==> config.mk <==
export PLATFORM = sky130hd
export DESIGN_NAME = io_clock_sequencer
export DESIGN_NICKNAME = d
export VERILOG_FILES = /design/src/rtl/io_clk_pkg.sv /design/src/rtl/clk_enable_div.sv /design/src/rtl/io_clock_sequencer.sv
export SDC_FILE = /design/constraint.sdc
export NUM_CORES = 1
export LEC_CHECK = 0
export CAP_MARGIN = 30
export CORE_MARGIN = 5
export CORE_UTILIZATION = 33
export DETAILED_ROUTE_END_ITERATION = 16
export SETUP_SLACK_MARGIN = 0.05
export SYNTH_ARGS = -nofsm -noshare
export SYNTH_HDL_FRONTEND = slang
export SYNTH_SLANG_ARGS = --single-unit
==> constraint.sdc <==
create_clock -name clk -period 2.9 [get_ports clk]
set_input_delay 0.435 -clock clk [delete_from_list [all_inputs] [get_ports clk]]
set_output_delay 0.435 -clock clk [all_outputs]
set_load 0.02 [all_outputs]
==> src/rtl/io_clk_pkg.sv <==
// Shared types and sizing helpers for the I/O clock/reset sequencer.
package io_clk_pkg;

    typedef enum logic [1:0] {
        WAIT_LOCK,
        HOLD,
        RELEASE,
        RUN
    } clk_seq_state_e;

    // Bits needed to count from 0 up to max_val inclusive; never less than 1.
    function automatic int unsigned cnt_width(input int unsigned max_val);
        return (max_val < 2) ? 1 : $clog2(max_val + 1);
    endfunction

endpackage

==> src/rtl/clk_enable_div.sv <==
// One clock-enable channel: shadow divide ratio, wrap counter, ce pulse and tick square wave.
module clk_enable_div #(
    parameter int unsigned CNT_W = 16
) (
    input  logic             clk,
    input  logic             rst,
    input  logic             chan_rst,
    input  logic             chan_rst_nxt,
    input  logic [CNT_W-1:0] div,
    output logic             ce,
    output logic             tick
);

    logic [CNT_W-1:0] shadow;
    logic [CNT_W-1:0] cnt;
    logic [CNT_W-1:0] last;

    always_comb begin
        last = '0;
        if (shadow != '0)
            last = shadow - CNT_W'(1);
    end

    // Shadow tracks div while the channel is held, so it freezes on the edge reset falls.
    // Clearing on chan_rst_nxt as well lets ce/tick drop on the same edge rst_out rises.
    always_ff @(posedge clk) begin
        if (rst) begin
            shadow <= '0;
            cnt    <= '0;
            ce     <= 1'b0;
            tick   <= 1'b0;
        end else begin
            if (chan_rst)
                shadow <= div;
            if (chan_rst || chan_rst_nxt) begin
                cnt  <= '0;
                ce   <= 1'b0;
                tick <= 1'b0;
            end else if (cnt == last) begin
                cnt  <= '0;
                ce   <= 1'b1;
                tick <= ~tick;
            end else begin
                cnt  <= cnt + CNT_W'(1);
                ce   <= 1'b0;
            end
        end
    end

endmodule

==> src/rtl/io_clock_sequencer.sv <==
// MMCM lock qualification, staggered per-domain reset release and per-domain clock enables.
module io_clock_sequencer
    import io_clk_pkg::*;
#(
    parameter int unsigned NUM_CH      = 3,
    parameter int unsigned CNT_W       = 16,
    parameter int unsigned HOLD_CYCLES = 1024,
    parameter int unsigned STAGGER     = 8
) (
    input  logic                    clk,
    input  logic                    rst,
    input  logic                    locked,
    input  logic [NUM_CH*CNT_W-1:0] div,
    output logic [NUM_CH-1:0]       ce,
    output logic [NUM_CH-1:0]       tick,
    output logic [NUM_CH-1:0]       rst_out,
    output logic                    ready,
    output logic                    lock_lost
);

    localparam int unsigned HOLD_W   = cnt_width(HOLD_CYCLES - 1);
    localparam int unsigned LAST_POS = (NUM_CH - 1) * STAGGER;
    localparam int unsigned STG_W    = cnt_width(LAST_POS);
    localparam logic [HOLD_W-1:0] HOLD_LAST = HOLD_W'(HOLD_CYCLES - 1);

    logic               lk_m;
    logic               lk_s;
    clk_seq_state_e     state;
    clk_seq_state_e     state_nxt;
    logic [HOLD_W-1:0]  hold_cnt;
    logic [HOLD_W-1:0]  hold_nxt;
    logic [STG_W-1:0]   stg_cnt;
    logic [STG_W-1:0]   stg_nxt;
    logic [NUM_CH-1:0]  rst_nxt;
    logic               lost_nxt;

    always_ff @(posedge clk) begin
        if (rst) begin
            lk_m      <= 1'b0;
            lk_s      <= 1'b0;
            state     <= WAIT_LOCK;
            hold_cnt  <= '0;
            stg_cnt   <= '0;
            rst_out   <= '1;
            ready     <= 1'b0;
            lock_lost <= 1'b0;
        end else begin
            lk_m      <= locked;
            lk_s      <= lk_m;
            state     <= state_nxt;
            hold_cnt  <= hold_nxt;
            stg_cnt   <= stg_nxt;
            rst_out   <= rst_nxt;
            ready     <= (state_nxt == RUN);
            lock_lost <= lost_nxt;
        end
    end

    // stg_nxt is the stagger position after the coming edge; channel k leaves
    // reset once that position reaches k*STAGGER, so rst_out stays registered.
    always_comb begin
        state_nxt = state;
        hold_nxt  = hold_cnt;
        stg_nxt   = stg_cnt;
        rst_nxt   = rst_out;
        lost_nxt  = lock_lost;
        unique case (state)
            WAIT_LOCK: begin
                rst_nxt  = '1;
                hold_nxt = '0;
                stg_nxt  = '0;
                if (lk_s)
                    state_nxt = HOLD;
            end
            HOLD: begin
                if (!lk_s) begin
                    state_nxt = WAIT_LOCK;
                    hold_nxt  = '0;
                end else if (hold_cnt == HOLD_LAST) begin
                    stg_nxt    = '0;
                    rst_nxt    = '1;
                    rst_nxt[0] = 1'b0;
                    state_nxt  = (LAST_POS == 0) ? RUN : RELEASE;
                end else begin
                    hold_nxt = hold_cnt + HOLD_W'(1);
                end
            end
            RELEASE: begin
                if (!lk_s) begin
                    state_nxt = WAIT_LOCK;
                    rst_nxt   = '1;
                    stg_nxt   = '0;
                    lost_nxt  = 1'b1;
                end else begin
                    stg_nxt = stg_cnt + STG_W'(1);
                    for (int unsigned k = 0; k < NUM_CH; k++)
                        rst_nxt[k] = (32'(stg_nxt) < k * STAGGER);
                    if (32'(stg_nxt) >= LAST_POS)
                        state_nxt = RUN;
                end
            end
            RUN: begin
                rst_nxt = '0;
                if (!lk_s) begin
                    state_nxt = WAIT_LOCK;
                    rst_nxt   = '1;
                    lost_nxt  = 1'b1;
                end
            end
            default: begin
                state_nxt = WAIT_LOCK;
                rst_nxt   = '1;
            end
        endcase
    end

    for (genvar k = 0; k < NUM_CH; k++) begin : g_ch
        clk_enable_div #(
            .CNT_W(CNT_W)
        ) u_div (
            .clk          (clk),
            .rst          (rst),
            .chan_rst     (rst_out[k]),
            .chan_rst_nxt (rst_nxt[k]),
            .div          (div[k*CNT_W +: CNT_W]),
            .ce           (ce[k]),
            .tick         (tick[k])
        );
    end

endmodule

==> results list, run 1 <==
- After the last flow step, the layout net total stands at 1098.
- Final wirelength: 20040 um
- The number of antenna violations at the first check in global routing is 0.
* Number of flops mapped to enable cells by yosys: 0
* Count of vias placed by the detailed router: 6941
* Unrepaired setup endpoints after global routing: true
- Row generation in the floorplan step produced 55 rows.
- Sequential fraction of the synthesis area: 33.10%
- After clock tree synthesis, the clock-pin slew on the worst setup and hold paths is 0.06 ns.
* Initial cell density of the core: 33.56%
- The worst setup path is launched from a register.
- The worst setup path is captured at a register.
- Total congestion overflow after global routing: 0
- Number of distinct library cell variants in the gate-level netlist after synthesis: 76
- Routability congestion estimate from global placement: 0.8908
* Cell at the root of the clock tree: sky130_fd_sc_hd__clkbuf_16
* Post-layout power: 4.433 mW
- The detailed router put a total of 9479 um of wire on met1.
- Of all flip-flops after synthesis, the portion carrying an async set or reset was 0%.
* Depth of the CTS H-tree: 4
- FF+latch count, synth: 126
- Global routing consumed, over all layers together, 15.33% of the routing resources.
* Average footprint of a synthesized cell: 8.142 um^2
* Area overhead of the layout relative to synthesis: 28.60%
- Data on the critical path is required at its endpoint by 3.21 ns.
- Number of buffers created by CTS: 17
- The layout has 2229 filler cells.
* Pin count of the biggest net entering global routing: 36
- Height of the die: 162.0 um
* Synthesis warning total: 0
* Share of the cycle needed by the critical path after routing: 98.75%
- The mapped netlist covers 0.007621 mm^2.
- Upper clock frequency limit: 0.3492 GHz
* Remaining antenna violation count after routing: 0
- The highest metal layer carrying signal wires in the routed design is met4.
- Width of the chip: 162.0 um
- Dividing total power by cell area gives a power density of 452.3 mW/mm^2.
- Max VDD drop: 293.3 uV
- The worst pin sits at a relative slew slack of 54.40%.
* Io pins: 62
- Worst endpoint data arrival time: 3.18 ns
- Buffers placed on the I/O ports in this run total 61.
- 0 antenna diodes ended up in the layout.
* Synth top area share: 33.10%
- On the final layout, the worst clock skew is 0.008974 ns.
* Detailed-route DRC error count: 0
- Final total negative setup slack: 0 ns
- Of all nets on the critical path, the largest fanout is 16.
- Area of the placeable core: 0.02271 mm^2
- Of all cell types, the one taking the most synthesized area is sky130_fd_sc_hd__dfxtp_1.
- Clock tree from TritonCTS: yes
- Subtracting the final worst setup slack from the clock period gives 2.864 ns.
- The analysis attributes to cell leakage a power of 3.827 nW.
- The first global-routing pass estimated 33300 um of wire.
- The post-route netlist has 18.48% of its cells at a drive strength greater than 1.
* Hold-fix buffers at CTS: 0
- The tree built by TritonCTS fans out to 126 sinks.
* Flip-flop cell with the highest count after synthesis: sky130_fd_sc_hd__dfxtp_1
- The finished layout holds 1335 standard cells, fillers aside.
* Ratio of routed vias to standard cells: 5.199
- Critical path class: reg -> reg
* Max-slew violation count: 0
- After detailed routing, the average wire length per cell comes to 15.01 um.
* Die area: 0.02623 mm^2
- Final HPWL DP: 14690 um
* Fin area: 0.009801 mm^2
- The flow ran to the end, and the final reports show no timing, DRC or antenna violations.
- Number of maximum-capacitance violations: 0
- For the pin with the worst max-slew slack, the measured transition is 0.6840 ns.
- Counting instances in the post-synthesis netlist gives the leading cell types as sky130_fd_sc_hd__nor2_1 (158), sky130_fd_sc_hd__dfxtp_1 (126), sky130_fd_sc_hd__mux2i_1 (57).
* Clock latency at the later pin of the worst-skew pair: 0.43 ns
- The pre-antenna-repair detailed-routing pass consisted of 7 iterations.
* DRC marker count from the first detailed-route iteration: 343
- Setup violations remaining at the end of the flow were counted as 0.
- In this run the cell area measured after placement is 0.008940 mm^2.
* Top cells by area, synth: sky130_fd_sc_hd__dfxtp_1 (33%), sky130_fd_sc_hd__nor2_1 (7.8%), sky130_fd_sc_hd__mux2i_1 (7.5%)
- Class of the worst hold path: reg -> reg
- Worst-case hold slack: 0.4351 ns
- Vias in the first global route: 6700
* Synth Net Count: 995
- Cell with the most instances after synthesis: sky130_fd_sc_hd__nor2_1
- After detailed routing, the met3 layer carries 792 um of wire.
* Cells after DPL: 1296
- Summed over all nets, wire length on met2 after detailed routing comes to 9416 um.
- Cells after synthesis: 936
- The clock passes through at most 2 buffers.
* Hold Fails Final Rpt: 0
## power breakdown
part | internal (mW) | switching, mW
sequential | 1.77 | 0.0463
combinational | 0.327 | 0.314
clock | 1.16 | 0.813
## layer usage
metal	GRT usage [%]	vias to the layer above
met5	0	-
met1	20.52	3225
met2	24.85	156
met4	4.498	0
met3	3.426	32
li1	-	3528
## registers in the layout, summed over array words and instances, names as in the netlist, 2 cells and up
| name | count |
|---|---|
| g_ch.u_div.ce | 3 |
| g_ch.u_div.cnt | 48 |
| g_ch.u_div.shadow | 48 |
| g_ch.u_div.tick | 3 |
| hold_cnt | 10 |
| rst_out | 3 |
| state | 2 |
| stg_cnt | 5 |
## critical path, cell delays in order (launching register included)
cell	delay, ns
sky130_fd_sc_hd__dfxtp_2	0.32
sky130_fd_sc_hd__buf_4	0.15
sky130_fd_sc_hd__or4b_4	0.56
sky130_fd_sc_hd__nor4_4	0.27
sky130_fd_sc_hd__xnor2_1	0.12
sky130_fd_sc_hd__or3_1	0.30
sky130_fd_sc_hd__mux2_2	0.26
sky130_fd_sc_hd__o32a_2	0.18
sky130_fd_sc_hd__buf_4	0.15
sky130_fd_sc_hd__o31ai_4	0.21
sky130_fd_sc_hd__buf_12	0.18
sky130_fd_sc_hd__nor2_1	0.06
## per-stage QoR
| step | utilization [%] | setup WS, ns |
|---|---|---|
| global placement | 39.37 | -0.03400 |
| finish | 43.16 | 0.03618 |
| CTS | 41.97 | 0.01757 |
| floorplan | - | -0.006317 |
| detailed placement | 39.37 | -0.03956 |
| global route | 43.16 | -0.1056 |
## placed cells by master (no fill, tap or decap), drive strengths merged, types with 6 or more instances in the layout
cell type      instances
mux2i                 57
dfxtp                126
o31ai                  7
and2                   7
inv                   33
nor2b                  7
or3                   13
xnor2                 44
and3                  16
nor4                  25
clkdlybuf4s50         60
nor2                 158
nand2b                13
ha                     8
clkbuf                19
nor3                  30
or2                   10
a21oi                 25
a211oi                 7
nand3                 47
nand4                 15
xor2                  44
o21ai                 25
or4                   18
clkinv                 6
buf                   90
nor4b                  9
nand2                 38
## cell families after synthesis
family | after synthesis | share of synthesized area (%)
simple gates | 427 | 29.42
compound gates | 123 | 11.36
xor+xnor | 91 | 11.03
buf+inv | 100 | 5.697
fa+ha+maj | 8 | 1.313
mux | 61 | 8.077
flops | 126 | 33.10
## timing repair
item,in CTS,in global routing
buffers inserted,0,8
gates cloned,1,0
pin swaps,2,11
gates resized for setup,12,40
setup endpoints to repair,49,52
## path summary, 6_finish.rpt
kind	slack, ns	cells past startpoint	from	end
setup / recovery	0.04	11	g_ch[0].u_div.shadow[2]	g_ch[0].u_div.cnt[6]
hold / removal	0.44	1	lk_m	lk_s
setup reg to reg	0.04	11	g_ch[0].u_div.shadow[2]	g_ch[0].u_div.cnt[6]
hold reg to reg	0.44	1	lk_m	lk_s
## area by class of cell
cell class	count	area, um^2	share of cell area, %
multi-input cells	711	4964	50.64
flip-flops and latches	126	2527	25.79
repair buffers	150	1299	13.25
clock buffers	19	432.9	4.417
well taps	285	356.6	3.638
inverters	33	123.9	1.264
clock inverters	11	97.59	0.9958
(Power assumes the default switching activity.)
==> run 2: changes to the inputs <==
--- a/config.mk
+++ b/config.mk
@@ -6,8 +6,9 @@
 export NUM_CORES = 1
 export LEC_CHECK = 0
 export CAP_MARGIN = 30
-export CORE_MARGIN = 5
+export CORE_MARGIN = 2
 export CORE_UTILIZATION = 33
+export CTS_CLUSTER_DIAMETER = 100
 export DETAILED_ROUTE_END_ITERATION = 16
 export SETUP_SLACK_MARGIN = 0.05
 export SYNTH_ARGS = -nofsm -noshare
==> run 2 against run 1 <==
The flow now finishes with violations (setup timing). Highest routed layer unchanged. Clock skew fell by 0.0012 ns. Routed wire length rose by 0.22%. Fmax fell by 1.3%. Die area fell by 7.3%. Critical path depth rose by 4. Via count rose by 0.81%.
==> results list, run 2 (synthesis results as in run 1) <==
- No sink is reached through more buffers than the 2 on the longest clock path.
- STA classifies the critical path endpoint as a register.
* Unrepaired setup endpoints after global routing: true
- Detailed-route wire length per cell: 15.01 um
* Area of the placeable core: 0.02264 mm^2
- After clock tree synthesis, the clock-pin slew on the worst setup and hold paths is 0.06 ns.
* Number of antenna diodes: 0
- Class of the worst hold path: in -> reg
* Share of power burned in combinational logic: 15.0%
- DRC marker count from the first detailed-route iteration: 397
- The H-tree generated during clock tree synthesis spans 4 levels.
* Global routing usage on met3: 3.167%
- In this run the horizontal extent of the chip is 156.0 um.
- The checks that failed: setup timing.
- The endpoint identified for the worst register-to-register timing path is g_ch[0].u_div.cnt[9].
- Ratio of routed vias to standard cells: 5.229
- Total Routing Usage GR: 16.37%
* Hold Fails Final Rpt: 0
- For this design, the CTS-stage hold fixing added 0 buffers.
* Initial cell density of the core: 33.66%
* FF-to-FF path depth: 15
- # port buffers: 61
- The layout has 2190 filler cells.
* Total congestion overflow after global routing: 0
* Final wirelength: 20090 um
- Dividing total power by cell area gives a power density of 446.0 mW/mm^2.
* Standard-cell rows: 55
* Clk network pwr share: 43.9%
- The post-route netlist has 20.42% of its cells at a drive strength greater than 1.
- Before CTS, the worst setup slack after placement is -0.06037 ns.
- Top library cells by usage in the layout, fill and taps aside: sky130_fd_sc_hd__nor2_1 (156), sky130_fd_sc_hd__dfxtp_1 (118), sky130_fd_sc_hd__buf_4 (85), sky130_fd_sc_hd__clkdlybuf4s50_1 (60), sky130_fd_sc_hd__mux2i_1 (56)
- In this run the clock root is driven by a sky130_fd_sc_hd__clkbuf_16.
* Max VDD drop: 302.9 uV
* Sequential share of power: 41.1%
- Entering global routing, the biggest net connects 30 pins.
* Leading registers by flop count: g_ch.u_div.cnt (48), g_ch.u_div.shadow (48), hold_cnt (10)
* Upper clock frequency limit: 0.3447 GHz
- In this run the worst path has a maximum fanout of 8.
- Count of TritonRoute iterations in the first routing pass: 5
- Data on the critical path is required at its endpoint by 3.21 ns.
- After layout, the worst path uses 100.0% of the clock period.
- Critical path class: reg -> reg
* Family of cells with the greatest summed delay on the critical path: simple AND/OR/NAND/NOR gates
- For this design the total switching power over the nets is 1.145 mW.
- 62 I/O pins were placed.
- The number of antenna violations at the first check in global routing came to 0.
* Clk_skew: 0.007788 ns
- Met2 Track Usage GR: 27.18%
- Max-cap violations in this run came to 0.
- In this run the number of cells on the critical path is 15.
- The slowest stage of the critical path is the sky130_fd_sc_hd__or4b_4 cell.
* Die area: 0.02433 mm^2
- Fin area: 0.009937 mm^2
* Final HPWL DP: 14580 um
- In this run the critical register-to-register path is launched from g_ch[0].u_div.shadow[0].
* Vias in the first global route: 6606
- At the worst endpoint, the arrival time is 3.21 ns.
- Worst setup path endpoint: g_ch[0].u_div.cnt[9]
- Worst-case hold slack: 0.4206 ns
- In this run the cell area measured after placement is 0.008910 mm^2.
- In this run the worst setup path begins at g_ch[0].u_div.shadow[0].
- The detail route stage leaves a number of antenna-violating nets equal to 0.
* Cell-internal power: 3.287 mW
- Maximum single-stage delay on the critical path: 0.50 ns
- Leakage power of the design: 3.895 nW
- Power comes to 4.432 mW.
* Busiest metal layer after global routing: met2
- Setup violations remaining at the end of the flow were counted as 1.
- Setup slack of the worst register-to-register path: -0.0007 ns
- Final setup margin: -0.0006743 ns
- Summing over every cut layer, the via total after detailed routing is 6997.
* Clock tree from TritonCTS: yes
- Max-slew violation count: 0
- Detailed-route DRC error count: 0
- GRT met1 Usage: 21.30%
- In the final design database the tool counted 1102 nets.
* Num Clock Sinks: 126
- Leaving out fill and tap cells, the most frequent cell in the layout is sky130_fd_sc_hd__nor2_1.
- Clock latency at the later pin of the worst-skew pair: 0.42 ns
- Slew headroom: 62.32%
- The run finished, with violations left.
* Cell-by-cell listing of the critical path: inv_2 > ha_4 > or4b_4 > nor4_4 > buf_4 > buf_4 > xnor3_2 > nand2_1 > mux2_4 > o32a_4 > buf_6 > o31ai_4 > buf_6 > buf_16 > nor2_1
- Switching power as a share of total power: 25.84%
* Number of buffers created by CTS: 17
* Transition at the pin with the smallest max-transition slack: 0.5618 ns
* Area overhead of the layout relative to synthesis: 30.39%
- Category of the worst setup path launch point: register
- Routability congestion estimate from global placement: 0.9050
* Global-route wire length before repair: 32440 um
- The critical path contains buffers and inverters numbering 6 combined.
- The smallest clock period supported by the final layout is computed as 2.901 ns.
- Measured along the y axis, the die boundary spans 156.0 um.
-- run 2: cell types whose count changed in the layout (fill, tap and decap cells not counted), sizes merged --
cell,change
buf,+4
clkbuf,+1
clkinvlp,-3
clkinv,+1
-- run 2: worst min path at each step --
stage,start,slack (ns),end,depth (start not counted)
6_report,rst,0.42,lock_lost,2
5_1_grt,rst,0.44,g_ch[1].u_div.shadow[8],2
4_1_cts,rst,0.41,g_ch[1].u_div.shadow[13],2
3_5_place_dp,lk_m,0.43,lk_s,1
3_3_place_gp,lk_m,0.43,lk_s,1
2_1_floorplan,lk_m,0.41,lk_s,1
-- run 2: metal layers --
| layer | vias up | part of all wire, % |
|---|---|---|
| met4 | 0 | 1.7 |
| met3 | 24 | 3.6 |
| met2 | 151 | 47 |
| met5 | - | 0 |
| met1 | 3279 | 48 |
| li1 | 3543 | - |
-- run 2: power by group through the flow --
stage	clock network (mW)	registers [mW]	logic, mW
global route	2.06	1.83	0.719
finish	1.95	1.82	0.663
floorplan	0	1.84	0.358
detailed placement	0	1.85	0.576
CTS	1.99	1.82	0.610
global placement	0	1.85	0.573
-- run 2: repair_timing --
action,4_1_cts,5_1_grt
pin swaps,11,5
cloned,2,0
resized for setup,35,47
setup buffers,7,7
endpoints found under the setup margin,33,53
-- run 2: area by class of cell --
class                           instances  area (um^2)  share of cell area, %
Multi-Input combinational cell        711         5044                  50.76
Sequential cell                       126         2532                  25.48
Timing Repair Buffer                  154         1361                  13.70
Clock buffer                           20        446.7                  4.495
Tap cell                              285        356.6                  3.589
Inverter                               33        123.9                  1.247
Clock inverter                          9        72.57                 0.7303
-- run 2: stage by stage --
step / setup TNS, ns / std cells / utilization (%)
5_1_grt: -2.032 / 1338 / 43.89
4_1_cts: 0 / 1330 / 42.67
3_5_place_dp: -0.7680 / 1292 / 39.35
6_report: -0.0006743 / 1338 / 43.89
3_3_place_gp: -0.2335 / 1292 / 39.35
2_1_floorplan: -0.006317 / 936 / -
==> RTL edit 1 (config.mk and constraints of run 1) <==
`CNT_W` is set to 16 in 2 places; all go to 12.
--- a/src/rtl/clk_enable_div.sv
+++ b/src/rtl/clk_enable_div.sv
@@ -2,3 +2,3 @@
 module clk_enable_div #(
-    parameter int unsigned CNT_W = 16
+    parameter int unsigned CNT_W = 12
 ) (
--- a/src/rtl/io_clock_sequencer.sv
+++ b/src/rtl/io_clock_sequencer.sv
@@ -5,3 +5,3 @@
     parameter int unsigned NUM_CH      = 3,
-    parameter int unsigned CNT_W       = 16,
+    parameter int unsigned CNT_W       = 12,
     parameter int unsigned HOLD_CYCLES = 1024,
Ports: changed (resized div); port bits go from 62 to 50. No check against the original RTL was run, so the function may have changed too.
==> RTL edit 1 against run 1 <==
Area after synthesis shrank 21%. Clock power is 31% lower. Die area down 20%. Worst setup slack gained 0.025 ns. Routed wire length down 25%. Final area decreased by 24%. Utilization fell by 1.5 points. Total power fell by 26%. Sequential share of layout area is 1.6 points higher. Count of clock-buffer cells in the layout decreased by 6. Combinational power down 26%. Sequential cell count decreased by 24. Synthesized cell count decreased by 23%. Largest cell class unchanged.
==> RTL edit 1: results (changes against run 1) <==
status:
  status: "complete, no violations"
route:
  viasPerCell: 5.23  # +0.55%
  wl_per_cell_um: 14.7  # -2.0%
  met2_length_mm: 6.78  # -28%
  dr_wl_met3_um: 497  # -37%
  drt_iter0_drc: 295  # -14%
  firstDrtPassIters: 4  # -3
grt:
  grt_max_degree: 33  # -8.3%
  grt_first_pass_wirelength_mm: 23.9  # -28%
  met2_usage_pct: 21.1  # -3.8 points
  grt_pass1_vias: 4843  # -28%
finish:
  largest_registers: "g_ch.u_div.cnt (36), g_ch.u_div.shadow (36), hold_cnt (10)"
  fin_area_um2: 7490  # -24%
  nets: 833  # -24%
  drive_gt1_share_pct: 16.5  # -2.0 points
  fill_cells: 1835  # -18%
setup_path:
  critPathMaxStageDelay_ns: 0.50  # -0.06 ns
  path_max_fanout: 4  # -12
  r2r_end: "g_ch[1].u_div.tick"
yosys:
  synth-seq-area-share_pct: 34.0  # +0.90 points
  netlist_top_cells_count: "102 x dfxtp_1, 83 x nor2_1, 63 x nor3_1"
  ys_types: 69  # -9.2%
  yosys-top-cells-area: "dfxtp_1 34%, mux2i_1 7.3%, nor3_1 5.3%, nor2_1 5.2%, xor2_1 5.1%"
  syn_avg_cell_area_um2: 8.32  # +2.2%
timing:
  whs_ns: 0.436  # +0.00125 ns
  setup_ws_ns: 0.0609  # +0.0248 ns
  clock-skew-final_ns: 0.00497  # -0.00400 ns
  tightest_slew_ns: 0.579  # -0.105 ns
clocking:
  numCtsBuffers: 9  # -8
  clk_latency_ns: 0.35  # -0.08 ns
  htreeDepth: 3  # -1
power_and_ir_drop:
  leakage_uw: 0.00292  # -24%
  vdd_drop_max_mv: 0.380  # +30%
place:
  dp.cells: 995  # -23%
  place.gp.congestion: 0.848  # -4.8%
  io_buffers: 49  # -20%
  placed_area_um2: 6910  # -23%
[RTL edit 1: layout make-up]
class                           count  area share [%]
Sequential cell                   102            27.4
Clock inverter                      3           0.869
Multi-Input combinational cell    543            50.8
Clock buffer                       13            3.61
Tap cell                          229            3.83
Timing Repair Buffer              107            12.4
Inverter                           22            1.14
[RTL edit 1: logic make-up (layout without fill, tap and decap cells)]
kind of cell / count (synthesis) / after routing / share of synthesized area (%)
simple gates: 314 / 314 / 28.2
compound gates: 109 / 109 / 12.6
flops: 102 / 102 / 34.0
buf+inv: 77 / 145 / 5.71
xor+xnor: 66 / 66 / 10.1
mux: 45 / 45 / 7.52
fa+ha+maj: 9 / 9 / 1.88
[RTL edit 1: power by group]
group / leakage [uW] / internal (uW) / total, uW / switching [uW]
Sequential: 0.000834 / 1430 / 1460 / 26.9
Combinational: 0.00192 / 244 / 475 / 231
Clock: 0.000166 / 826 / 1350 / 527
==> RTL edit 2 (settings of run 1) <==
Without the edit above. The 4 states of `clk_seq_state_e` get a one-hot encoding in 4 bits.
--- a/src/rtl/io_clk_pkg.sv
+++ b/src/rtl/io_clk_pkg.sv
@@ -3,7 +3,7 @@
 
-    typedef enum logic [1:0] {
-        WAIT_LOCK,
-        HOLD,
-        RELEASE,
-        RUN
+    typedef enum logic [3:0] {
+        WAIT_LOCK = 4'b0001,
+        HOLD      = 4'b0010,
+        RELEASE   = 4'b0100,
+        RUN       = 4'b1000
     } clk_seq_state_e;
Behaviour: no difference found for any inputs over 10 cycles, from zero or initial values and one cycle with rst high; not proved beyond that.
==> RTL edit 2 against run 1 <==
Worst setup slack worse by 0.033 ns. Count of clock-buffer cells in the layout rose by 3. Area after synthesis is 4.4% lower. Sequential cell count is 2 higher. Critical path depth did not move. First-iteration DRC count up 0.58%. Routed wire length shrank 4.7%. Final area fell by 3.3%. Global-route usage fell by 0.62 points. Total power is 2.4% higher. Synthesized cell count decreased by 5.8%. Critical endpoint is now g_ch[2].u_div.tick. Largest cell class unchanged.
==> RTL edit 2: results (changes against run 1) <==
finish:
  inv_count: 24  # -27%
  multiInputGateArea_um2: 4630  # -6.7%
  nets: 1049  # -4.5%
  seq_share_pct: 27.1  # +1.3 points
  fill_cells: 2158  # -3.2%
  clockBufferCount: 22  # +3
  largest_registers: "g_ch.u_div.cnt (48), g_ch.u_div.shadow (48), hold_cnt (10)"
  drive_gt1_share_pct: 16.9  # -1.6 points
  bufAreaShareNonClock_pct: 13.1  # -0.11 points
  nMultiInputCombCells: 680  # -4.4%
  seq_cells: 128  # +1.6%
  utilization_pct: 43.5  # +0.39 points
  clkCellAreaFrac_pct: 6.25  # +0.83 points
place:
  dp_hpwl_mm: 13.7  # -6.8%
  placed_area_um2: 8610  # -3.7%
  dp.cells: 1242  # -4.2%
  pre_cts_slack_ns: -0.115  # -0.0756 ns
route:
  routed_wl_mm: 19.1  # -4.7%
  vias: 6557  # -5.5%
  wl_per_cell_um: 14.9  # -0.77%
  drt_iter0_drc: 345  # +0.58%
yosys:
  syn_avg_cell_area_um2: 8.26  # +1.5%
  synth_compound_area_share_pct: 11.3  # -0.011 points
  ys_types: 72  # -5.3%
  synth_xor_area_share_pct: 12.5  # +1.5 points
  synth-seq-area-share_pct: 35.2  # +2.1 points
  synth_fa_ha_area_share_pct: 1.37  # +0.060 points
  netlist_top_cells_count: "149 x nor2_1, 128 x dfxtp_1, 57 x mux2i_1"
  syn_nets: 941  # -5.4%
  synth.area.mux_share_pct: 7.98  # -0.093 points
grt:
  grt.total_usage_pct: 14.7  # -0.62 points
  grt_max_degree: 58  # +61%
  grt_first_pass_wirelength_mm: 29.9  # -10%
  grt_pass1_vias: 5987  # -11%
timing:
  finalWorstPathRequiredPeriod_ns: 2.90  # +0.0326 ns
  relSlewSlack_pct: 56.2  # +1.8 points
  whs_ns: 0.381  # -0.0542 ns
  clock-skew-final_ns: 0.0109  # +0.00196 ns
power_and_ir_drop:
  leakage_uw: 0.00371  # -3.0%
  vdd_drop_max_mv: 0.339  # +16%
  seq_power_share_pct: 40.6  # -0.4 points
  p_sw_uw: 1100  # -6.1%
  power.share.clock_pct: 47.3  # +2.8 points
setup_path:
  r2r-start: "g_ch[2].u_div.shadow[1]"
  cp_top_family: "simple AND/OR/NAND/NOR gates"
  crit_start: "g_ch[2].u_div.shadow[1]"
  crit_arrival_ns: 3.25  # +0.07 ns
  rrSetupSlack_ns: 0.004  # -0.03 ns
  critPathMaxStageDelay_ns: 0.51  # -0.05 ns
  critPathCapture: "g_ch[2].u_div.tick"
clocking:
  cts_root_buf: "clkbuf_16"
  cts_buffer_depth: 2  # unchanged
  htreeDepth: 4  # unchanged
floorplan:
  nWellTaps: 280  # -1.8%
status:
  status: "complete, no violations"
worst_hold_path:
  min_to: "state[0]"
  hp-class: "input pin to register"
  min_path_cells: 3  # +2
## RTL edit 2: cell count changes after synthesis, moves of 5 or more
cell,before,now
clkbuf_1,52,34
nand4_1,15,20
and3_1,16,10
xnor2_1,44,53
nor2_1,158,149
nor3_1,29,22
or2_2,10,4
or4_1,17,7
inv_1,33,24
or3_1,11,20
nor2b_1,7,14
## RTL edit 2: what timing repair did
action / 4_1_cts / 5_1_grt
gates cloned: 0 / 2
gates resized for setup: 15 / 32
hold buffers: 0 / 0
endpoints found under the setup margin: 35 / 52
pin swaps: 6 / 11
buffers inserted: 1 / 6
## RTL edit 2: metal layers
layer / vias to the layer above / global-route usage, % / part of all wire (%)
met5: - / 0 / 0
li1: 3338 / - / -
met1: 3078 / 19.5 / 47
met3: 13 / 3.23 / 4.2
met2: 128 / 24.1 / 48
met4: 0 / 4.22 / 0.96
